==> src/rtl/pixel_window_packer_if.sv <==
// -----------------------------------------------------------------------------
// pixel_window_packer_if
//   Bundles the pixel-stream input handshake and the packed-window output
//   handshake of pixel_window_packer.
//
//   in_valid/in_pixel/in_last/in_ready : serial pixel stream (source -> packer)
//   out_valid/pixel_out/short_err/out_ready : packed window (packer -> consumer)
//
//   modport master : the side that sources pixels and consumes windows
//   modport slave  : the packer itself
// -----------------------------------------------------------------------------
interface pixel_window_packer_if #(
    parameter int BIT_WIDTH = 8,
    parameter int NUM_PIX   = 70
);
    logic                           in_valid;
    logic [BIT_WIDTH-1:0]           in_pixel;
    logic                           in_last;
    logic                           in_ready;
    logic                           out_valid;
    logic                           out_ready;
    logic [BIT_WIDTH*NUM_PIX-1:0]   pixel_out;
    logic                           short_err;

    modport master (
        output in_valid, in_pixel, in_last, out_ready,
        input  in_ready, out_valid, pixel_out, short_err
    );

    modport slave (
        input  in_valid, in_pixel, in_last, out_ready,
        output in_ready, out_valid, pixel_out, short_err
    );
endinterface

==> src/rtl/pixel_window_packer.sv <==
// -----------------------------------------------------------------------------
// pixel_window_packer
//   Packs a serial pixel stream (one BIT_WIDTH pixel per accepted handshake)
//   into NUM_PIX-pixel flat windows for the denoise datapath. Two window
//   buffers are used ping-pong: one fills while the other is presented.
//
//   Ports:
//     clk    : system clock, all state on the rising edge
//     rst_n  : asynchronous active-low reset
//     bus    : pixel_window_packer_if.slave
//              in_valid/in_pixel/in_last -> in_ready   (pixel input)
//              out_valid/pixel_out/short_err <- out_ready (window output)
//
//   Window layout: pixel i sits at [BIT_WIDTH*(NUM_PIX-i)-1 -: BIT_WIDTH],
//   so pixel 0 occupies the MSBs.
// -----------------------------------------------------------------------------
module pixel_window_packer #(
    parameter int BIT_WIDTH = 8,
    parameter int NUM_PIX   = 70
) (
    input  logic                    clk,
    input  logic                    rst_n,
    pixel_window_packer_if.slave    bus
);
    localparam int CW = (NUM_PIX > 1) ? $clog2(NUM_PIX) : 1;
    localparam int WW = BIT_WIDTH * NUM_PIX;

    typedef enum logic [1:0] {
        BUF_EMPTY   = 2'd0,
        BUF_FILLING = 2'd1,
        BUF_FULL    = 2'd2
    } buf_state_e;

    buf_state_e             state_q [2];
    buf_state_e             state_d [2];
    logic [BIT_WIDTH-1:0]   lane_q  [2][NUM_PIX];
    logic [BIT_WIDTH-1:0]   lane_d  [2][NUM_PIX];
    logic                   wr_ptr_q, wr_ptr_d;
    logic                   rd_ptr_q, rd_ptr_d;
    logic [CW-1:0]          pix_cnt_q, pix_cnt_d;
    logic                   short_err_q, short_err_d;
    logic [WW-1:0]          pixel_out_q, pixel_out_d;
    logic [WW-1:0]          next_window;

    logic                   in_ready;
    logic                   out_valid;
    logic                   accept;
    logic                   out_hs;
    logic                   at_end;
    logic                   close;

    // ---------------------------------------------------------------------
    // Output decode: both handshake outputs come from registered state only.
    // in_ready is also held low while reset is asserted.
    // ---------------------------------------------------------------------
    always_comb begin
        in_ready  = rst_n && (state_q[wr_ptr_q] != BUF_FULL);
        out_valid = (state_q[rd_ptr_q] == BUF_FULL);
    end

    assign accept = bus.in_valid & in_ready;
    assign out_hs = out_valid & bus.out_ready;
    assign at_end = (pix_cnt_q == CW'(NUM_PIX - 1));
    assign close  = accept & (at_end | bus.in_last);

    // ---------------------------------------------------------------------
    // Per-buffer state: EMPTY -> FILLING -> FULL -> EMPTY
    // A single-pixel window goes EMPTY -> FULL directly.
    // ---------------------------------------------------------------------
    always_comb begin
        for (int b = 0; b < 2; b++) begin
            state_d[b] = state_q[b];
            case (state_q[b])
                BUF_EMPTY: begin
                    if (accept && (wr_ptr_q == 1'(b)))
                        state_d[b] = close ? BUF_FULL : BUF_FILLING;
                end
                BUF_FILLING: begin
                    if (close && (wr_ptr_q == 1'(b)))
                        state_d[b] = BUF_FULL;
                end
                BUF_FULL: begin
                    if (out_hs && (rd_ptr_q == 1'(b)))
                        state_d[b] = BUF_EMPTY;
                end
                default: state_d[b] = BUF_EMPTY;
            endcase
        end
    end

    // ---------------------------------------------------------------------
    // Lane write. The first pixel of a window clears every other lane of the
    // target buffer, so a short window never exposes stale pixels.
    // ---------------------------------------------------------------------
    always_comb begin
        for (int b = 0; b < 2; b++) begin
            for (int l = 0; l < NUM_PIX; l++) begin
                lane_d[b][l] = lane_q[b][l];
                if (accept && (wr_ptr_q == 1'(b))) begin
                    if (pix_cnt_q == CW'(l))
                        lane_d[b][l] = bus.in_pixel;
                    else if (pix_cnt_q == '0)
                        lane_d[b][l] = '0;
                end
            end
        end
    end

    always_comb begin
        wr_ptr_d    = close  ? ~wr_ptr_q : wr_ptr_q;
        rd_ptr_d    = out_hs ? ~rd_ptr_q : rd_ptr_q;
        short_err_d = close & ~at_end;
        if (close)
            pix_cnt_d = '0;
        else if (accept)
            pix_cnt_d = pix_cnt_q + CW'(1);
        else
            pix_cnt_d = pix_cnt_q;
    end

    // ---------------------------------------------------------------------
    // pixel_out is its own register: it loads the buffer that will be
    // presented next cycle (including a pixel written on this very edge) and
    // otherwise holds, so it keeps the last window once out_valid drops even
    // if that buffer starts refilling.
    // ---------------------------------------------------------------------
    for (genvar gi = 0; gi < NUM_PIX; gi++) begin : g_flat
        assign next_window[BIT_WIDTH*(NUM_PIX-gi)-1 -: BIT_WIDTH] = lane_d[rd_ptr_d][gi];
    end

    assign pixel_out_d = (state_d[rd_ptr_d] == BUF_FULL) ? next_window : pixel_out_q;

    always_ff @(posedge clk or negedge rst_n) begin
        if (!rst_n) begin
            for (int b = 0; b < 2; b++) begin
                state_q[b] <= BUF_EMPTY;
                for (int l = 0; l < NUM_PIX; l++)
                    lane_q[b][l] <= '0;
            end
            wr_ptr_q    <= 1'b0;
            rd_ptr_q    <= 1'b0;
            pix_cnt_q   <= '0;
            short_err_q <= 1'b0;
            pixel_out_q <= '0;
        end else begin
            for (int b = 0; b < 2; b++) begin
                state_q[b] <= state_d[b];
                for (int l = 0; l < NUM_PIX; l++)
                    lane_q[b][l] <= lane_d[b][l];
            end
            wr_ptr_q    <= wr_ptr_d;
            rd_ptr_q    <= rd_ptr_d;
            pix_cnt_q   <= pix_cnt_d;
            short_err_q <= short_err_d;
            pixel_out_q <= pixel_out_d;
        end
    end

    assign bus.in_ready  = in_ready;
    assign bus.out_valid = out_valid;
    assign bus.pixel_out = pixel_out_q;
    assign bus.short_err = short_err_q;

endmodule

==> src/flat_wrapper.sv <==
// flat-port wrapper written by rule: the top's interface ports become plain ports
module pixel_window_packer_flat 
#(
    parameter int BIT_WIDTH = 8,
    parameter int NUM_PIX   = 70
)
  (clk, rst_n, bus_in_valid, bus_in_pixel, bus_in_last, bus_out_ready, bus_in_ready, bus_out_valid, bus_pixel_out, bus_short_err);
  pixel_window_packer_if #(.BIT_WIDTH(BIT_WIDTH), .NUM_PIX(NUM_PIX)) bus_i ();
  input  logic clk;
  input  logic rst_n;
  input wire logic [$bits(bus_i.in_valid)-1:0] bus_in_valid;
  input wire logic [$bits(bus_i.in_pixel)-1:0] bus_in_pixel;
  input wire logic [$bits(bus_i.in_last)-1:0] bus_in_last;
  input wire logic [$bits(bus_i.out_ready)-1:0] bus_out_ready;
  output wire logic [$bits(bus_i.in_ready)-1:0] bus_in_ready;
  output wire logic [$bits(bus_i.out_valid)-1:0] bus_out_valid;
  output wire logic [$bits(bus_i.pixel_out)-1:0] bus_pixel_out;
  output wire logic [$bits(bus_i.short_err)-1:0] bus_short_err;
  assign bus_i.in_valid = bus_in_valid;
  assign bus_i.in_pixel = bus_in_pixel;
  assign bus_i.in_last = bus_in_last;
  assign bus_i.out_ready = bus_out_ready;
  assign bus_in_ready = bus_i.in_ready;
  assign bus_out_valid = bus_i.out_valid;
  assign bus_pixel_out = bus_i.pixel_out;
  assign bus_short_err = bus_i.short_err;
  pixel_window_packer #(.BIT_WIDTH(BIT_WIDTH), .NUM_PIX(NUM_PIX)) u_core (.clk(clk), .rst_n(rst_n), .bus(bus_i));
endmodule
==> config.mk <==
export PLATFORM = sky130hd
export DESIGN_NAME = pixel_window_packer_flat
export DESIGN_NICKNAME = d
export VERILOG_FILES = /design/src/rtl/pixel_window_packer_if.sv /design/src/rtl/pixel_window_packer.sv /design/src/flat_wrapper.sv
export SDC_FILE = /design/constraint.sdc
export NUM_CORES = 2
export LEC_CHECK = 0
export ABC_CLOCK_PERIOD_IN_PS = 7300
export BUFFER_PORTS_ARGS = -buffer_cell sky130_fd_sc_hd__buf_2
export CORE_ASPECT_RATIO = 0.8
export CORE_MARGIN = 2
export CORE_UTILIZATION = 45
export CTS_CLUSTER_DIAMETER = 80
export DETAILED_ROUTE_END_ITERATION = 7
export PLACE_DENSITY = 0.61
export SYNTH_ARGS = -nofsm -noshare
export SYNTH_HDL_FRONTEND = slang
export SYNTH_SLANG_ARGS = --single-unit
==> constraint.sdc <==
create_clock -name clk -period 7.3 [get_ports clk]
set_input_delay 0.365 -clock clk [delete_from_list [all_inputs] [get_ports clk]]
set_output_delay 0.365 -clock clk [all_outputs]
set_load 0.05 [all_outputs]
# ---- Yosys cells after proc, flatten, opt, wreduce, memory -nomap -nowiden
# Cells that the tools add are included.
dict set report totals {
  regBits 1694
  inputBits 13
  output_inout_bits 563
  word_cells 691
}
dict set report classes {
  addsub 1
  order_cmp 3
  n_eq_ne 76
  mux 442
  bitwise 11
  n_reduce_logical 11
}
# op count
set ops {}
lappend ops {{8-bit two-way mux} 418}
lappend ops {{560-bit two-way mux} 3}
lappend ops {{7-bit by 6-bit == test with 1-bit output (second input constant)} 32}
lappend ops {{7-bit by 5-bit == test with 1-bit output (second input constant)} 16}
lappend ops {{7-bit by 4-bit == test with 1-bit output (second input constant)} 8}
lappend ops {{7-bit == test (second input constant)} 6}
lappend ops {{2-bit two-way mux} 16}
lappend ops {{7-bit by 3-bit == test with 1-bit output (second input constant)} 4}
lappend ops {{7-bit by 2-bit == test with 1-bit output (second input constant)} 2}
lappend ops {{7-bit two-way mux} 2}
lappend ops {{2-bit one-hot mux with 3 select lines} 2}
lappend ops {{2-bit == test (second input constant)} 4}
lappend ops {{7-bit by 1-bit adder with 7-bit output (second input constant)} 1}
lappend ops {{7-bit by 1-bit == test with 1-bit output (second input constant)} 1}
lappend ops {{1-bit logical AND} 7}
lappend ops {{7-bit logical NOT} 1}
lappend ops {{2-bit >= comparator (second input constant)} 3}
lappend ops {{1-bit inverter with 2-bit output} 3}
lappend ops {{1-bit bitwise AND} 4}
lappend ops {{2-bit by 1-bit == test with 1-bit output (second input constant)} 2}
lappend ops {{2-bit logical NOT} 2}
lappend ops {{1-bit inverter} 3}
lappend ops {{2-bit != test (second input constant)} 1}
lappend ops {{2-bit nonzero test} 1}
lappend ops {{2 further kinds} 2}

# ---- Logic depth before layout (Yosys ltp)
dict set report logic_depth {
  word_depth 15
  mapped_depth 13
  depth_no_buf 9
}

# ---- Worst setup path after synthesis
# No wires, ideal clock.
dict set report synth_path {
  path_kind {register to register}
  start {register u_core.state_q[0] (netlist bit)}
  end {register u_core.pixel_out_q[440] (netlist: u_core.bus.pixel_out[440])}
  setup_ns 0.082
  arrival_time_ns 3.471
  required_time_ns 7.218
  setup_slack_ns 3.746
  path_stages_with_launch 12
  path_buffers 4
  period_less_slack_ns 3.554
  path_cell_list {dfrtp_1 nand2b_1 clkbuf_1 o21ai_0 and2_1 ha_1 inv_1 clkbuf_1 clkbuf_1 clkbuf_1 o21ai_0 o22ai_1}
}
dict set report synth_between {
  word_cells_on_any_way 41
  cone_classes {5 x eq/ne; 24 x mux; 4 x bitwise; 8 x reduce/logical}
}
# item line_no
set synth_rtl {}
lappend synth_rtl {{start, declared} pixel_window_packer.sv:34} ;# buf_state_e state_q [2];
lappend synth_rtl {{start signal, assigned by index} pixel_window_packer.sv:147} ;# state_q[b] <= state_d[b];
lappend synth_rtl {{2-bit two-way mux (not written as such) * (3 in series)} pixel_window_packer.sv:58} ;# out_valid = (state_q[rd_ptr_q] == BUF_FULL);
lappend synth_rtl {{2-bit == test *} pixel_window_packer.sv:58}
lappend synth_rtl {{named net bus_out_valid} flat_wrapper.sv:16} ;# output wire logic [$bits(bus_i.out_valid)-1:0] bus_out_valid;
lappend synth_rtl {{1-bit bitwise AND *} pixel_window_packer.sv:62} ;# assign out_hs = out_valid & bus.out_ready;
lappend synth_rtl {{1-bit logical AND} pixel_window_packer.sv:83} ;# if (out_hs && (rd_ptr_q == 1'(b)))
lappend synth_rtl {{2-bit two-way mux} pixel_window_packer.sv:83}
lappend synth_rtl {{2-bit one-hot mux with 3 select lines} pixel_window_packer.sv:73} ;# case (state_q[b])
lappend synth_rtl {{2-bit two-way mux (not written as such) (3 in series)} pixel_window_packer.sv:131} ;# assign pixel_out_d = (state_d[rd_ptr_d] == BUF_FULL) ? next_window : pixel_out_q;
lappend synth_rtl {{2-bit == test} pixel_window_packer.sv:131}
lappend synth_rtl {{end signal, assigned} pixel_window_packer.sv:155} ;# pixel_out_q <= pixel_out_d;
lappend synth_rtl {{end, declared} pixel_window_packer.sv:42} ;# logic [WW-1:0] pixel_out_q, pixel_out_d;
# The timed path passes the listed nets; every way through them passes the cells marked *. The select of a mux whose other input is x is not followed.
# A chain may end at the register's enable or synchronous reset.

# ---- Final worst setup path
dict set report layout_path {
  start {register u_core.state_q[3] (netlist bit)}
  end {register u_core.pixel_out_q[63] (netlist: u_core.bus.pixel_out[63])}
}
dict set report layout_between {
  elab_chain_cells 14
  word_cells_on_any_way 41
  cone_classes {5 x eq/ne; 24 x mux; 4 x bitwise; 8 x reduce/logical}
}
# item line_no
set layout_rtl {}
lappend layout_rtl {{2-bit two-way mux (not written as such) (3 in series)} pixel_window_packer.sv:57} ;# in_ready = rst_n && (state_q[wr_ptr_q] != BUF_FULL);
lappend layout_rtl {{2-bit != test} pixel_window_packer.sv:57}
lappend layout_rtl {{1-bit logical AND} pixel_window_packer.sv:57}
lappend layout_rtl {{1-bit bitwise AND} pixel_window_packer.sv:61} ;# assign accept = bus.in_valid & in_ready;
lappend layout_rtl {{1-bit bitwise AND} pixel_window_packer.sv:64} ;# assign close = accept & (at_end | bus.in_last);
lappend layout_rtl {{2-bit two-way mux or 1-bit logical AND (tied branches)} {pixel_window_packer.sv:76, pixel_window_packer.sv:79}}
lappend layout_rtl {{2-bit two-way mux, on equally long branches} {pixel_window_packer.sv:75, pixel_window_packer.sv:79}}
lappend layout_rtl {{2-bit one-hot mux with 3 select lines} pixel_window_packer.sv:73}
lappend layout_rtl {{2-bit two-way mux (not written as such) (3 in series)} pixel_window_packer.sv:131}
lappend layout_rtl {{2-bit == test} pixel_window_packer.sv:131}
# Several ways; a longest one is shown, not always the timed one. The select of a mux whose other input is x is not followed.

==> results.txt <==
area grow syn2layout = 12.1%
Tot GR Track Use = 32.1%
first-pass GRT wire length = 435 mm
reg-to-reg slack, setup = 2.47 ns
wire per inst = 30.7 um
Pwr per Cell Area = 495 nW/um^2
synth warn = 0
Filler cells = 15200
DR vias = 68300
Nets = 7110
Startpoint Class = register
clk buf depth = 3
Final Hold Vio Count = 0
Num Clock Sinks = 1694
Worst Skew = 0.0352 ns
detailed-route DRC error count = 0
Slew HR = 8.30%
Critical Path RT = 8.04 ns
Hold WC Path Type = in -> async
final WL = 293 mm
worst-margin pin slew = 1.38 ns
Die H = 376 um
Critical Path AT = 5.57 ns
fin. max-slew vios = 0
Antenna Nets Post-Route = 0
initial antenna violation count = 2
Inserted Clock Buffers = 177
Via density = 7.18
detailed placement HPWL = 163 mm
# H-tree levels = 4
clk_lat worst skew = 0.83 ns
Starting DRT DRC Count = 9041
CP top delay family = buffers and inverters
setup tns final = 0 ns
Setup crit end kind = register
clock root buffer master = clkbuf_16
TritonCTS clock tree = built
Site Rows = 136
initial core utilization = 45.3%
Synth Flop Type = dfrtp_1
Clock transition at path regs = 0.07 ns
core area = 172000 sq um
syn avg cell area = 10.9 sq um
status = finished, final reports clean
Post-Syn Nets = 7178
cells after synthesis = 7159
largest net degree at the start of global routing = 211
RSZ-0062 raised after global routing = false
Horiz. Die Dim = 469 um
crit path cell chain = nor2b_1 > nand2_1 > o21ai_0 > and2_1 > ha_1 > o32a_2 > buf_4 > buf_4 > a221oi_1 > o22ai_1
max-cap viol count = 0
R2R depth = 10
post-synthesis sequential area ratio = 54.5%
worst reg2reg endpoint = u_core.bus.pixel_out[63]
I/O Buffers = 575
EDFF count, synth = 0
most used cell, CP = buf_4
IO Pins = 576
vias in the first global route = 64100
cell leakage power = 37.9 nW
Max IR drop VDD = 590 uV
synth unique cells = 65
CP Class = reg -> reg
gpl congestion = 0.873
layout cell share with drive strength beyond 1 = 15.6%
CP bufs+invs = 2
DRT Pass-1 Iters = 8
total gr overflow = 0
CP max stage cell = buf_4
Final min period = 4.83 ns
total power = 43.2 mW
period utilization = 66.2%
FF+latch count, synth = 1694
FMAX = 207 MHz
die area = 176000 sq um
synthesized cell area = 77700 sq um
Setup violations, final = 0
CP max stage delay = 0.96 ns
R2R Path Start = u_core.state_q[3]
Worst Path Max Fanout = 81
Post-synth ARST share = 100%
==> stage by stage <==
step | cell area, sq um | util (%) | hold WS (ns) | std cells | worst slack [ns]
floorplan | 77700 | - | 0.0694 | 7159 | 3.75
global placement | 81100 | 47.2 | 0.311 | 9186 | 2.73
detailed placement | 81100 | 47.2 | 0.315 | 9186 | 2.63
CTS | 87100 | 50.7 | 0.0468 | 9514 | 2.59
global route | 87100 | 50.7 | 0.0760 | 9514 | 2.26
finish | 87100 | 50.7 | 0.0604 | 9515 | 2.47
==> report_power, final <==
group | internal (mW) | switching (mW) | leakage, nW
clock network | 5.44 | 4.03 | 2.97
logic | 5.28 | 15.6 | 12.2
registers | 11.3 | 1.47 | 22.7
total | 22.0 | 21.1 | 37.9
==> cell type report <==
cell class	instances	area, sq um	area share, %
repair buffers	704	4140	4.75
clock inverters	64	736	0.844
well taps	2277	2850	3.27
diodes	1	2.50	0.00287
inverters	32	143	0.164
clock buffers	261	5270	6.05
flip-flops and latches	1694	42400	48.7
multi-input cells	4482	31600	36.3
==> worst reg2reg max path: cells and delay by family, from the launching register on <==
kind / cells / cell delay (ns)
AO/OA/AOI/OAI: 4 / 1.15
adder cells (fa/ha/maj): 1 / 0.17
buffers and inverters: 2 / 1.83
flip-flops: 1 / 0.42
AND/OR/NAND/NOR: 3 / 1.17
==> worst max-delay path by stage <==
| stage | from | end | cells after the start |
|---|---|---|---|
| 6_report | u_core.state_q[3] | u_core.bus.pixel_out[63] | 10 |
| 5_1_grt | u_core.state_q[3] | u_core.bus.pixel_out[38] | 10 |
| 4_1_cts | u_core.state_q[3] | u_core.bus.pixel_out[80] | 10 |
| 3_5_place_dp | u_core.state_q[3] | u_core.bus.pixel_out[64] | 10 |
| 3_3_place_gp | u_core.state_q[3] | u_core.bus.pixel_out[80] | 10 |
| 2_1_floorplan | u_core.state_q[0] | u_core.bus.pixel_out[440] | 11 |
==> cells in the mapped netlist (all sizes together) (8+ instances only) <==
cell type,count,share of area [%]
nand2b,10,0.080
nand4bb,8,0.12
clkbuf,686,3.3
a22o,1016,11
and3,15,0.12
and2,13,0.10
dfrtp,1694,55
nor3,98,0.86
nand2,197,0.96
nand3,20,0.13
nor2,158,0.77
o2bb2ai,16,0.26
inv,32,0.15
nand4,9,0.072
a221oi,1016,11
buf,265,1.7
o21ai,1179,7.6
o22ai,625,5.0
mux2,16,0.26
==> placed cells by master, fill, tap and decap left out, types with 6 or more instances in the layout <==
master     count
clkinv_2      35
buf_4        110
bufinv_16     12
nor3_1        19
mux2_2        10
o2bb2ai_2     10
nor2_1       154
nor3_2        78
a221oi_1    1016
inv_1         29
nand2_1      194
and3_1        15
buf_12        17
dfrtp_1     1694
nand2b_1       7
o21ai_0     1055
mux2_4         6
buf_2        566
nand4bb_1      8
o2bb2ai_1      6
clkbuf_16    183
o21ai_1      124
and2_1        13
nand4b_1       7
clkbuf_8      48
nand4_1        9
a22o_1      1016
o22ai_1      625
clkbuf_1      38
nand3_1       20
==> timing repair <==
action / in CTS / in global routing
setup buffers: 0 / 0
hold buffers: 3 / 0
endpoints found under the hold margin: 65 / 0
resized for setup: 0 / 0
==> layer usage <==
metal	track usage, %	vias to the layer above	part of all wire, %	wire length, um
met3	8.13	564	9.9	29000
met2	45.1	3784	43	126000
met1	46.1	35300	42	122000
met4	15.1	5	5.0	14600
li1	-	28600	-	-
met5	0.634	-	0.078	228
==> sequential cells by signal, summed over array words and instances, names as in the netlist <==
signal / flops
u_core.state_q: 4
u_core.pix_cnt_q: 7
u_core.bus.short_err: 1
u_core.bus.pixel_out: 560
u_core.lane_q: 1120
u_core.wr_ptr_q: 1
u_core.rd_ptr_q: 1
==> cell families after synthesis <==
| kind of cell | share of synthesized area, % |
|---|---|
| XOR/XNOR | 0.0563 |
| AO/OA/AOI/OAI | 36.1 |
| multiplexers | 0.261 |
| adder cells (fa/ha/maj) | 0.0966 |
| buffers and inverters | 5.19 |
| AND/OR/NAND/NOR | 3.81 |
| flip-flops | 54.5 |
Note: power is estimated with default switching activity, not from simulation.
